### src/rtl/eth_rx_dma_arbiter.sv
// Packet-level round-robin arbiter sharing one AXI-Stream DMA S2MM channel
// among NUM_PORTS MAC RX streams. Optional packet counters: ARB_STATS_EN.
module eth_rx_dma_arbiter #(
    parameter int NUM_PORTS = 4,
    parameter int DATA_W    = 32,
    parameter int IDX_W     = 2
) (
    input  logic                              axis_aclk,
    input  logic                              axis_aresetn,
    input  logic [NUM_PORTS*DATA_W-1:0]       s_axis_tdata,
    input  logic [NUM_PORTS*(DATA_W/8)-1:0]   s_axis_tkeep,
    input  logic [NUM_PORTS-1:0]              s_axis_tvalid,
    input  logic [NUM_PORTS-1:0]              s_axis_tlast,
    output logic [NUM_PORTS-1:0]              s_axis_tready,
    output logic [DATA_W-1:0]                 m_axis_tdata,
    output logic [DATA_W/8-1:0]               m_axis_tkeep,
    output logic                              m_axis_tvalid,
    output logic                              m_axis_tlast,
    output logic [IDX_W-1:0]                  m_axis_tdest,
    input  logic                              m_axis_tready,
    output logic                              grant_active
`ifdef ARB_STATS_EN
    ,
    input  logic                              stats_clr,
    output logic [NUM_PORTS*32-1:0]           pkt_cnt
`endif
);

    localparam int KEEP_W = DATA_W / 8;

    typedef enum logic {
        IDLE,
        XFER
    } state_t;

    state_t           state_q, state_d;
    logic [IDX_W-1:0] grant_q, grant_d;
    logic [IDX_W-1:0] last_q, last_d;

    logic             pick_found;
    logic [IDX_W-1:0] pick_idx;

    logic [DATA_W-1:0] sel_data;
    logic [KEEP_W-1:0] sel_keep;
    logic              sel_valid;
    logic              sel_last;
    logic              pkt_done;

    // Round-robin search: first requester after the last granted port.
    always_comb begin
        int               idx;
        logic [IDX_W-1:0] idx_l;
        pick_found = 1'b0;
        pick_idx   = '0;
        idx        = 0;
        idx_l      = '0;
        for (int k = 1; k <= NUM_PORTS; k++) begin
            idx   = (int'(last_q) + k) % NUM_PORTS;
            idx_l = IDX_W'(idx);
            if (!pick_found && s_axis_tvalid[idx_l]) begin
                pick_found = 1'b1;
                pick_idx   = idx_l;
            end
        end
    end

    // Select the granted port's stream signals.
    always_comb begin
        sel_data  = '0;
        sel_keep  = '0;
        sel_valid = 1'b0;
        sel_last  = 1'b0;
        for (int i = 0; i < NUM_PORTS; i++) begin
            if (grant_q == IDX_W'(i)) begin
                sel_data  = s_axis_tdata[i*DATA_W +: DATA_W];
                sel_keep  = s_axis_tkeep[i*KEEP_W +: KEEP_W];
                sel_valid = s_axis_tvalid[i];
                sel_last  = s_axis_tlast[i];
            end
        end
    end

    // Next-state and pass-through outputs; grant held until tlast handshake.
    always_comb begin
        state_d       = state_q;
        grant_d       = grant_q;
        last_d        = last_q;
        s_axis_tready = '0;
        m_axis_tdata  = '0;
        m_axis_tkeep  = '0;
        m_axis_tvalid = 1'b0;
        m_axis_tlast  = 1'b0;
        m_axis_tdest  = '0;
        grant_active  = 1'b0;
        pkt_done      = 1'b0;
        unique case (state_q)
            IDLE: begin
                if (pick_found) begin
                    grant_d = pick_idx;
                    state_d = XFER;
                end
            end
            XFER: begin
                grant_active  = 1'b1;
                m_axis_tdest  = grant_q;
                m_axis_tdata  = sel_data;
                m_axis_tkeep  = sel_keep;
                m_axis_tvalid = sel_valid;
                m_axis_tlast  = sel_last;
                for (int i = 0; i < NUM_PORTS; i++) begin
                    s_axis_tready[i] = (grant_q == IDX_W'(i)) & m_axis_tready;
                end
                pkt_done = sel_valid & m_axis_tready & sel_last;
                if (pkt_done) begin
                    last_d  = grant_q;
                    state_d = IDLE;
                end
            end
            default: state_d = IDLE;
        endcase
    end

    // State, grant and round-robin pointer registers.
    always_ff @(posedge axis_aclk or negedge axis_aresetn) begin
        if (!axis_aresetn) begin
            state_q <= IDLE;
            grant_q <= '0;
            last_q  <= IDX_W'(NUM_PORTS - 1);
        end else begin
            state_q <= state_d;
            grant_q <= grant_d;
            last_q  <= last_d;
        end
    end

`ifdef ARB_STATS_EN
    logic [31:0] cnt_q [NUM_PORTS];

    // Per-port saturating packet counters; clear wins over increment.
    always_ff @(posedge axis_aclk or negedge axis_aresetn) begin
        if (!axis_aresetn) begin
            for (int i = 0; i < NUM_PORTS; i++) cnt_q[i] <= '0;
        end else if (stats_clr) begin
            for (int i = 0; i < NUM_PORTS; i++) cnt_q[i] <= '0;
        end else if (pkt_done) begin
            for (int i = 0; i < NUM_PORTS; i++) begin
                if (grant_q == IDX_W'(i) && cnt_q[i] != 32'hFFFF_FFFF) begin
                    cnt_q[i] <= cnt_q[i] + 32'd1;
                end
            end
        end
    end

    // Flatten counters onto the output bus.
    always_comb begin
        pkt_cnt = '0;
        for (int i = 0; i < NUM_PORTS; i++) begin
            pkt_cnt[i*32 +: 32] = cnt_q[i];
        end
    end
`endif

endmodule

### config.mk
export PLATFORM = sky130hd
export DESIGN_NAME = eth_rx_dma_arbiter
export DESIGN_NICKNAME = d
export VERILOG_FILES = /design/src/rtl/eth_rx_dma_arbiter.sv
export SDC_FILE = /design/constraint.sdc
export NUM_CORES = 1
export LEC_CHECK = 0
export BUFFER_PORTS_ARGS = -buffer_cell sky130_fd_sc_hd__buf_2
export CAP_MARGIN = 20
export CORE_AREA = 2 2 77 79
export CTS_BUF_LIST = sky130_fd_sc_hd__clkbuf_4 sky130_fd_sc_hd__clkbuf_8
export DETAILED_ROUTE_END_ITERATION = 10
export DIE_AREA = 0 0 79 81
export GPL_ROUTABILITY_DRIVEN = 0
export PLACE_DENSITY = 0.76
export SLEW_MARGIN = 20
export SYNTH_ARGS = -nofsm -noshare
export SYNTH_HDL_FRONTEND = slang
export SYNTH_SLANG_ARGS = --single-unit
### constraint.sdc
create_clock -name axis_aclk -period 1.35 [get_ports axis_aclk]
set_clock_uncertainty 0.05 [all_clocks]
set_input_delay 0.2025 -clock axis_aclk [delete_from_list [all_inputs] [get_ports axis_aclk]]
set_output_delay 0.2025 -clock axis_aclk [all_outputs]
set_load 0.01 [all_outputs]
==> results of run 1 <==
power by group:
| part | switching (mW) | leakage, nW | total (mW) | internal [mW] |
|---|---|---|---|---|
| Clock | 0.0741 | 0.0262 | 0.297 | 0.223 |
| Combinational | 2.52 | 1.64 | 7.07 | 4.55 |
| Sequential | 0.0932 | 0.0502 | 0.345 | 0.252 |
final cells by class:
type,count,share of cell area [%]
repair buffers,225,47.3
multi-input cells,119,44.4
flip-flops and latches,5,3.86
well taps,75,2.76
clock buffers,4,1.43
inverters,2,0.220
cells in the mapped netlist (all sizes together):
library cell / number
and2: 37
buf: 11
nand3b: 2
inv: 2
a21boi: 2
nand3: 1
nand2b: 6
o22ai: 1
o22a: 1
dfrtp: 3
a31oi: 2
nand2: 5
mux4: 36
dfstp: 2
or3: 1
a22oi: 1
and3: 1
mux2i: 4
a21oi: 3
clkbuf: 4
nor3b: 1
nor2: 10
o21ai: 2
nor3: 1
mux2: 2
worst max-delay path, delay by kind of cell, from the launching register on:
| family | cells | cell delay [ns] |
|---|---|---|
| multiplexers | 1 | 0.53 |
| AND/OR/NAND/NOR | 1 | 0.16 |
| buffers and inverters | 3 | 0.38 |
| flip-flops | 1 | 0.36 |
metal layers:
layer  GRT usage [%]  part of all wire (%)  up-vias
met1            22.9                    35     1030
met2            38.1                    54      130
met3            4.44                   8.2       18
met4            6.72                   2.7        0
met5               0                     0        -
li1                -                     -      974
state kept, by name (all words and copies together) (netlist names):
signal and flops:
grant_q 2, last_q 2, state_q 1
kinds of logic (layout without fill, tap and decap cells):
logic type      after synthesis  in the layout
mux                          42             42
flops                         5              5
compound gates               12             12
buf+inv                      17            231
simple gates                 65             65
what timing repair did:
action	4_1_cts	5_1_grt
hold endpoints to repair	5	0
pin swaps	18	21
buffers inserted	2	3
endpoints found under the setup margin	48	50
hold buffers	1	0
gates resized for setup	41	30
gates cloned	0	3
placed cells by master, fill, tap and decap left out, drive strengths merged:
master	synthesis	routed
buf	11	221
and2	37	37
mux4	36	36
nor2	10	10
clkbuf	4	7
nand2b	6	6
nand2	5	5
mux2i	4	4
dfrtp	3	3
a21oi	3	3
inv	2	2
a21boi	2	2
mux2	2	2
nand3b	2	2
a31oi	2	2
dfstp	2	2
o21ai	2	2
nor3	1	1
nor3b	1	1
o22ai	1	1
and3	1	1
a22oi	1	1
o22a	1	1
or3	1	1
nand3	1	1
dlygate4sd3	0	1
per-stage QoR:
step,TNS [ns],area [um2],hold slack [ns],setup slack [ns],instances
CTS,-22.50,3170,0.271,-0.578,425
global placement,-11.69,2850,-0.0246,-0.334,418
finish,-22.28,3410,0.277,-0.572,430
floorplan,-6.41,1700,-0.143,-0.180,141
detailed placement,-13.05,2850,-0.0225,-0.361,418
global route,-24.85,3410,0.297,-0.612,430
path summary, 6_finish.rpt:
check	startpoint	end	slack (ns)	cells past startpoint
setup reg to reg	grant_q[0]	last_q[1]	-0.31	7
max in group asynchronous	axis_aresetn	last_q[0]	0.76	2
hold / removal	axis_aresetn	grant_q[1]	0.28	2
min in group axis_aclk	s_axis_tvalid[0]	grant_q[0]	0.28	3
setup / recovery	grant_q[0]	m_axis_tdata[13]	-0.57	5
hold reg to reg	last_q[0]	last_q[0]	0.62	1
==> results.toml, run 1 <==
[worst_setup_path]
crit_slowest_cell = "mux4_2"
max_stage_delay_ns = 0.53
cp-start-kind = "flip-flop"
worstSetupEndpointType = "primary output"
path_class = "flip-flop to primary output"
crit_path_frequent_cell = "buf_12"
cp_max_fo = 6
cp.required_ns = 1.10
worst_ep_arrival_time_ns = 1.67
path_cells = "buf_12 -> buf_12 -> mux4_2 -> and2_4 -> buf_6"

[logic_synthesis]
ys_ff_latch = 5
synth_top_family_by_area = "multiplexers"
synth_compound_area_share_pct = 5.31
synthSimpleGateAreaFrac_pct = 23.6
syn-instance-count = 141
syn_avg_cell_area_um2 = 11.4
yosys_warnings = 0
synth-xor-area-share_pct = 0
synth_top_area_share_pct = 50.6
synth_nets = 296
synthAdderAreaFrac_pct = 0
synthTopCellsByArea = "mux4_2 (51%), and2_1 (14%), dfrtp_1 (4.7%)"
seq_area_frac_synth_pct = 7.97
synthMuxAreaShare_pct = 54.5
synth_area_leader_cell = "mux4_2"
synthDistinctLibCells = 31
netlist_area_um2 = 1600

[clock_network]
cts_tree = "built"
clockRootBuffer = "clkbuf_8"
cts_max_level = 1
cts_sinks = 5
clk_latency_ns = 0.22
clk_pin_slew_ns = 0.04
cts_buffers = 3
clockBufferDepth = 2

[die]
start_util_pct = 28.2
die_x_um = 79
die_area_um2 = 6400
core-area_um2 = 5680
ioPinCount = 200
die_h_um = 81
rows = 28

[pwr]
vdd_drop_max_mv = 1.09
p_leak_nw = 1.72
power_mw = 7.71
power_density_nw_per_um2 = 2260

[routing]
drtAntennaViolNets = 0
vias = 2152
drc = 0
wl_per_cell_um = 17.2
viasPerCell = 5.00
routed_wl_mm = 7.40
drt_iter0_drc = 38
drt_first_pass_iters = 4

[timing]
setup_viol = 47
period_needed_ns = 1.92
hold_viol = 0
relSlewSlack_pct = 80.3
slew_viol_final = 0
layout_setup_ws_ns = -0.572
rsz0062_at_grt = "true"
min_period_over_period_pct = 142
tightest_slew_ns = 0.290
clock.fmax_mhz = 520

[finish]
final_util_pct = 60.0
insertedDiodeCount = 0
fill_cells = 479
seq_area_um2 = 131
area_growth_pct = 113
drive_above_1_share_pct = 91.5
multi_input_area_um2 = 1510
nets = 511

[global_route]
grt-ovfl-total = 0
antenna_found_initial = 0
grt_pass1_wl_mm = 10.3
grt_pass1_vias = 2100
grt_max_degree = 22
groute.usage.overall_pct = 20.3

[hold_path]
hp-class = "primary input to asynchronous set/reset pin"

[place]
port_buffers = 199
dp_hpwl_mm = 5.71

[job]
max-cap-violations = 0

[status]
outcome = "finished with violations"
violations = "negative setup slack"
(Power assumes the default switching activity.)
==> run 2, diff against run 1 <==
--- a/config.mk
+++ b/config.mk
@@ -14,4 +14,5 @@
 export GPL_ROUTABILITY_DRIVEN = 0
 export PLACE_DENSITY = 0.76
+export SKIP_CTS_REPAIR_TIMING = 1
 export SLEW_MARGIN = 20
 export SYNTH_ARGS = -nofsm -noshare
==> constraint.sdc (replaced) <==
create_clock -name axis_aclk -period 1.35 [get_ports axis_aclk]
set_clock_uncertainty 0.05 [all_clocks]
set_input_delay 0.27 -clock axis_aclk [delete_from_list [all_inputs] [get_ports axis_aclk]]
set_output_delay 0.27 -clock axis_aclk [all_outputs]
set_load 0.01 [all_outputs]
==> results.toml, run 2 (synthesis gave the netlist of run 1 again) <==
[worst_setup_path]
path_class = "flip-flop to primary output"
cp_num_cells = 4
worstSetupEndpointType = "primary output"
cp.required_ns = 1.03
path_buf_inv = 2
crit_slowest_cell = "mux4_2"
cp-start-kind = "flip-flop"
max_stage_delay_ns = 0.53
rr_endpoint = "last_q[0]"
path_delay_family = "multiplexers"
r2r_cells = 6
critPathLaunch = "grant_q[0]"
reg2reg_from = "grant_q[1]"
cp_max_fo = 5
path_cells = "buf_4 -> mux4_2 -> and2_4 -> buf_2"
r2r_slack_ns = -0.31
worst_ep_arrival_time_ns = 1.66

[clock_network]
clk_latency_ns = 0.23
cts_buffers = 3
cts_max_level = 1
cts_tree = "built"
clk_pin_slew_ns = 0.04
clockRootBuffer = "clkbuf_8"
clockBufferDepth = 2
cts_sinks = 5

[place]
dp_hpwl_mm = 5.71
port_buffers = 199
dp_cells = 414

[finish]
multi_input_area_um2 = 1500
area_growth_pct = 99.0
insertedDiodeCount = 0
instances_no_fill = 421
nets = 502
layout_common_cells = "buf_2 (167), and2_4 (37), mux4_2 (36), buf_6 (33)"
fill_cells = 482
seq_area_um2 = 131
drive_above_1_share_pct = 89.3
reg_top3 = "grant_q (2), last_q (2), state_q (1)"
mostFrequentLayoutCell = "buf_2"

[routing]
drtAntennaViolNets = 0
drc = 0
wl_per_cell_um = 16.9
drt_iter0_drc = 62
viasPerCell = 4.96
vias = 2089
routed_wl_mm = 7.11
drt_first_pass_iters = 5

[timing]
setup_viol = 47
relSlewSlack_pct = 80.3
clock.fmax_mhz = 505
hold_viol = 0
tightest_slew_ns = 0.296
layout_setup_ws_ns = -0.631
rsz0062_at_grt = "true"
slew_viol_final = 0
min_period_over_period_pct = 147
period_needed_ns = 1.98

[global_route]
grt_pass1_vias = 1968
grt_pass1_wl_mm = 9.55
grt_max_degree = 24
grt-ovfl-total = 0
groute.usage.overall_pct = 19.1
antenna_found_initial = 0

[job]
max-cap-violations = 0

[die]
die_area_um2 = 6400
die_x_um = 79
start_util_pct = 28.2
ioPinCount = 200
rows = 28
die_h_um = 81
core-area_um2 = 5680

[pwr]
power_mw = 6.86
vdd_drop_max_mv = 1.22
power_density_nw_per_um2 = 2150
p_leak_nw = 1.61

[status]
violations = "negative setup slack"
outcome = "finished with violations"

[hold_path]
hp-class = "primary input to asynchronous set/reset pin"
[run 2: cell types whose count changed in the layout (fill, tap and decap cells not counted), sizes merged]
cell,change
buf,-6
clkbuf,-3
[run 2: per-stage QoR]
stage	area, um2	worst slack (ns)	setup TNS [ns]	hold WS (ns)	utilization (%)
final	3190	-0.631	-23.62	0.333	56.2
after detailed placement	2800	-0.406	-14.92	0.0424	49.3
after CTS	2850	-0.645	-25.44	-0.197	50.1
after floorplan	1700	-0.247	-8.84	-0.0756	-
after global routing	3190	-0.673	-26.10	0.359	56.2
after global placement	2800	-0.385	-14.07	0.0420	49.3
[run 2: worst max-delay path by stage]
stage,to,slack [ns]
after CTS,m_axis_tdata[2],-0.65
after global placement,m_axis_tdata[12],-0.38
final,m_axis_tdata[14],-0.63
after global routing,m_axis_tdata[14],-0.67
after floorplan,m_axis_tdata[0],-0.25
after detailed placement,m_axis_tdata[2],-0.41
[run 2: layer usage]
metal,global-route usage (%),up-vias,share of wire (%)
met5,0,-,0
met4,4.83,0,1.5
met3,1.78,11,6.3
met2,36.9,95,58
met1,22.8,1026,34
li1,-,957,-
[run 2: cell type report]
cell class                      instances  share of cell area [%]
Clock buffer                            4                    1.53
Inverter                                2                   0.236
Timing Repair Buffer                  216                    44.1
Tap cell                               75                    2.94
Multi-Input combinational cell        119                    47.1
Sequential cell                         5                    4.12
[run 2: where the power goes]
group / leakage, nW / internal [mW] / switching [mW]
Clock: 0.0262 / 0.223 / 0.0811
Sequential: 0.0502 / 0.252 / 0.105
Combinational: 1.53 / 3.91 / 2.29
==> run 3, diff against run 2 <==
- PLACE_DENSITY: 0.76 -> default
- PLACE_DENSITY_LB_ADDON: default -> 0.25
- RECOVER_POWER: default -> 50
- SKIP_LAST_GASP: default -> 1
==> results.toml, run 3 (synthesis gave the netlist of run 1 again) <==
[status]
violations = "negative setup slack"
outcome = "finished with violations"

[pwr]
power_density_nw_per_um2 = 1980
p_leak_nw = 1.57
vdd_drop_max_mv = 1.11

[timing]
tns_ns = -25.71
slew_viol_final = 0
relSlewSlack_pct = 78.9
setup_viol = 47
period_needed_ns = 1.97
layout_setup_ws_ns = -0.619
min_period_over_period_pct = 146
tightest_slew_ns = 0.316
rsz0062_at_grt = "true"
clock.fmax_mhz = 508
hold_viol = 0

[global_route]
met2_usage_pct = 36.3
grt_busiest_layer = "met2"
grtUsageMet1_pct = 22.7
grt_pass1_wl_mm = 9.78
grtUsageMet3_pct = 4.67
grt_pass1_vias = 1933
grt-ovfl-total = 0
antenna_found_initial = 0
grt_max_degree = 32
groute.usage.overall_pct = 19.3

[die]
die_area_um2 = 6400
core-area_um2 = 5680
die_h_um = 81
ioPinCount = 200
rows = 28
start_util_pct = 28.2
die_x_um = 79

[clock_network]
clk_pin_slew_ns = 0.04
cts_tree = "built"
clockRootBuffer = "clkbuf_8"
clockBufferDepth = 2
cts_max_level = 1
cts_buffers = 3
clk_latency_ns = 0.22
cts_sinks = 5

[finish]
nets = 508
insertedDiodeCount = 0
drive_above_1_share_pct = 87.8
layout_common_cells = "buf_2 (197), and2_4 (37), mux4_2 (36), buf_4 (15), nor2_1 (10)"
instances_no_fill = 427
fill_cells = 540
area_growth_pct = 86.7
reg_top3 = "grant_q (2), last_q (2), state_q (1)"
mostFrequentLayoutCell = "buf_2"

[worst_setup_path]
cp_max_fo = 16
path_delay_family = "multiplexers"
worst_ep_arrival_time_ns = 1.65
cp-start-kind = "flip-flop"
path_class = "flip-flop to primary output"
worstSetupEndpointType = "primary output"
path_cells = "buf_12 -> mux4_2 -> and2_4 -> buf_2"
max_stage_delay_ns = 0.52
r2r_slack_ns = -0.43
path_buf_inv = 2
cp.required_ns = 1.03
crit_slowest_cell = "mux4_2"

[routing]
vias = 2051
routed_wl_mm = 6.96
viasPerCell = 4.80
drt_first_pass_iters = 4
drtAntennaViolNets = 0
wl_per_cell_um = 16.3
drt_iter0_drc = 45
drc = 0

[place]
dp_cells = 418
port_buffers = 199
dpl_worst_slack_ns = -0.396
dp_hpwl_mm = 5.90

[hold_path]
hp-class = "primary input to flip-flop"

[job]
max-cap-violations = 0
[run 3: cell types whose count changed in the layout (fill, tap and decap cells not counted), sizes merged]
cell / previous run / this run
buf: 215 / 218
clkbuf: 4 / 7
[run 3: worst paths after layout]
| path | startpoint | depth (start not counted) | end |
|---|---|---|---|
| worst max-delay path | grant_q[0] | 4 | m_axis_tdata[3] |
| worst min-delay path | s_axis_tvalid[3] | 3 | grant_q[0] |
| worst max register to register | grant_q[0] | 7 | last_q[0] |
| worst min register to register | last_q[1] | 3 | grant_q[1] |
| max in group asynchronous | axis_aresetn | 2 | last_q[1] |
| min in group asynchronous | axis_aresetn | 2 | grant_q[1] |
[run 3: power by group]
group / total [mW] / internal (mW) / switching [mW]
logic: 5.25 / 3.20 / 2.05
registers: 0.368 / 0.251 / 0.117
clock network: 0.293 / 0.222 / 0.0705
[run 3: cell type report]
type | count | area (um2) | share of cell area (%)
Sequential cell | 5 | 131 | 4.39
Multi-Input combinational cell | 119 | 1440 | 48.3
Inverter | 2 | 7.51 | 0.251
Timing Repair Buffer | 222 | 1260 | 42.3
Clock buffer | 4 | 48.8 | 1.63
Tap cell | 75 | 93.8 | 3.14
[run 3: worst register-to-register path, delay by kind of cell, from the launching register on]
family,cells,cell delay [ns]
flops,1,0.44
buf+inv,3,0.49
compound gates,2,0.24
mux,1,0.31
simple gates,1,0.17
[run 3: metal layers]
layer | vias up | routed length [um]
met5 | - | 0
met4 | 0 | 120
met3 | 10 | 508
met2 | 90 | 3800
met1 | 982 | 2530
li1 | 969 | -
[run 3: metrics by stage]
stage / utilization, % / area, um2 / power (mW) / hold slack, ns
2_1_floorplan: - / 1700 / 4.02 / -0.0756
3_3_place_gp: 50.0 / 2840 / 5.39 / 0.0439
3_5_place_dp: 50.0 / 2840 / 5.44 / 0.0455
4_1_cts: 50.9 / 2890 / 5.75 / -0.187
5_1_grt: 52.7 / 2990 / 6.37 / 0.360
6_report: 52.7 / 2990 / 5.91 / 0.336
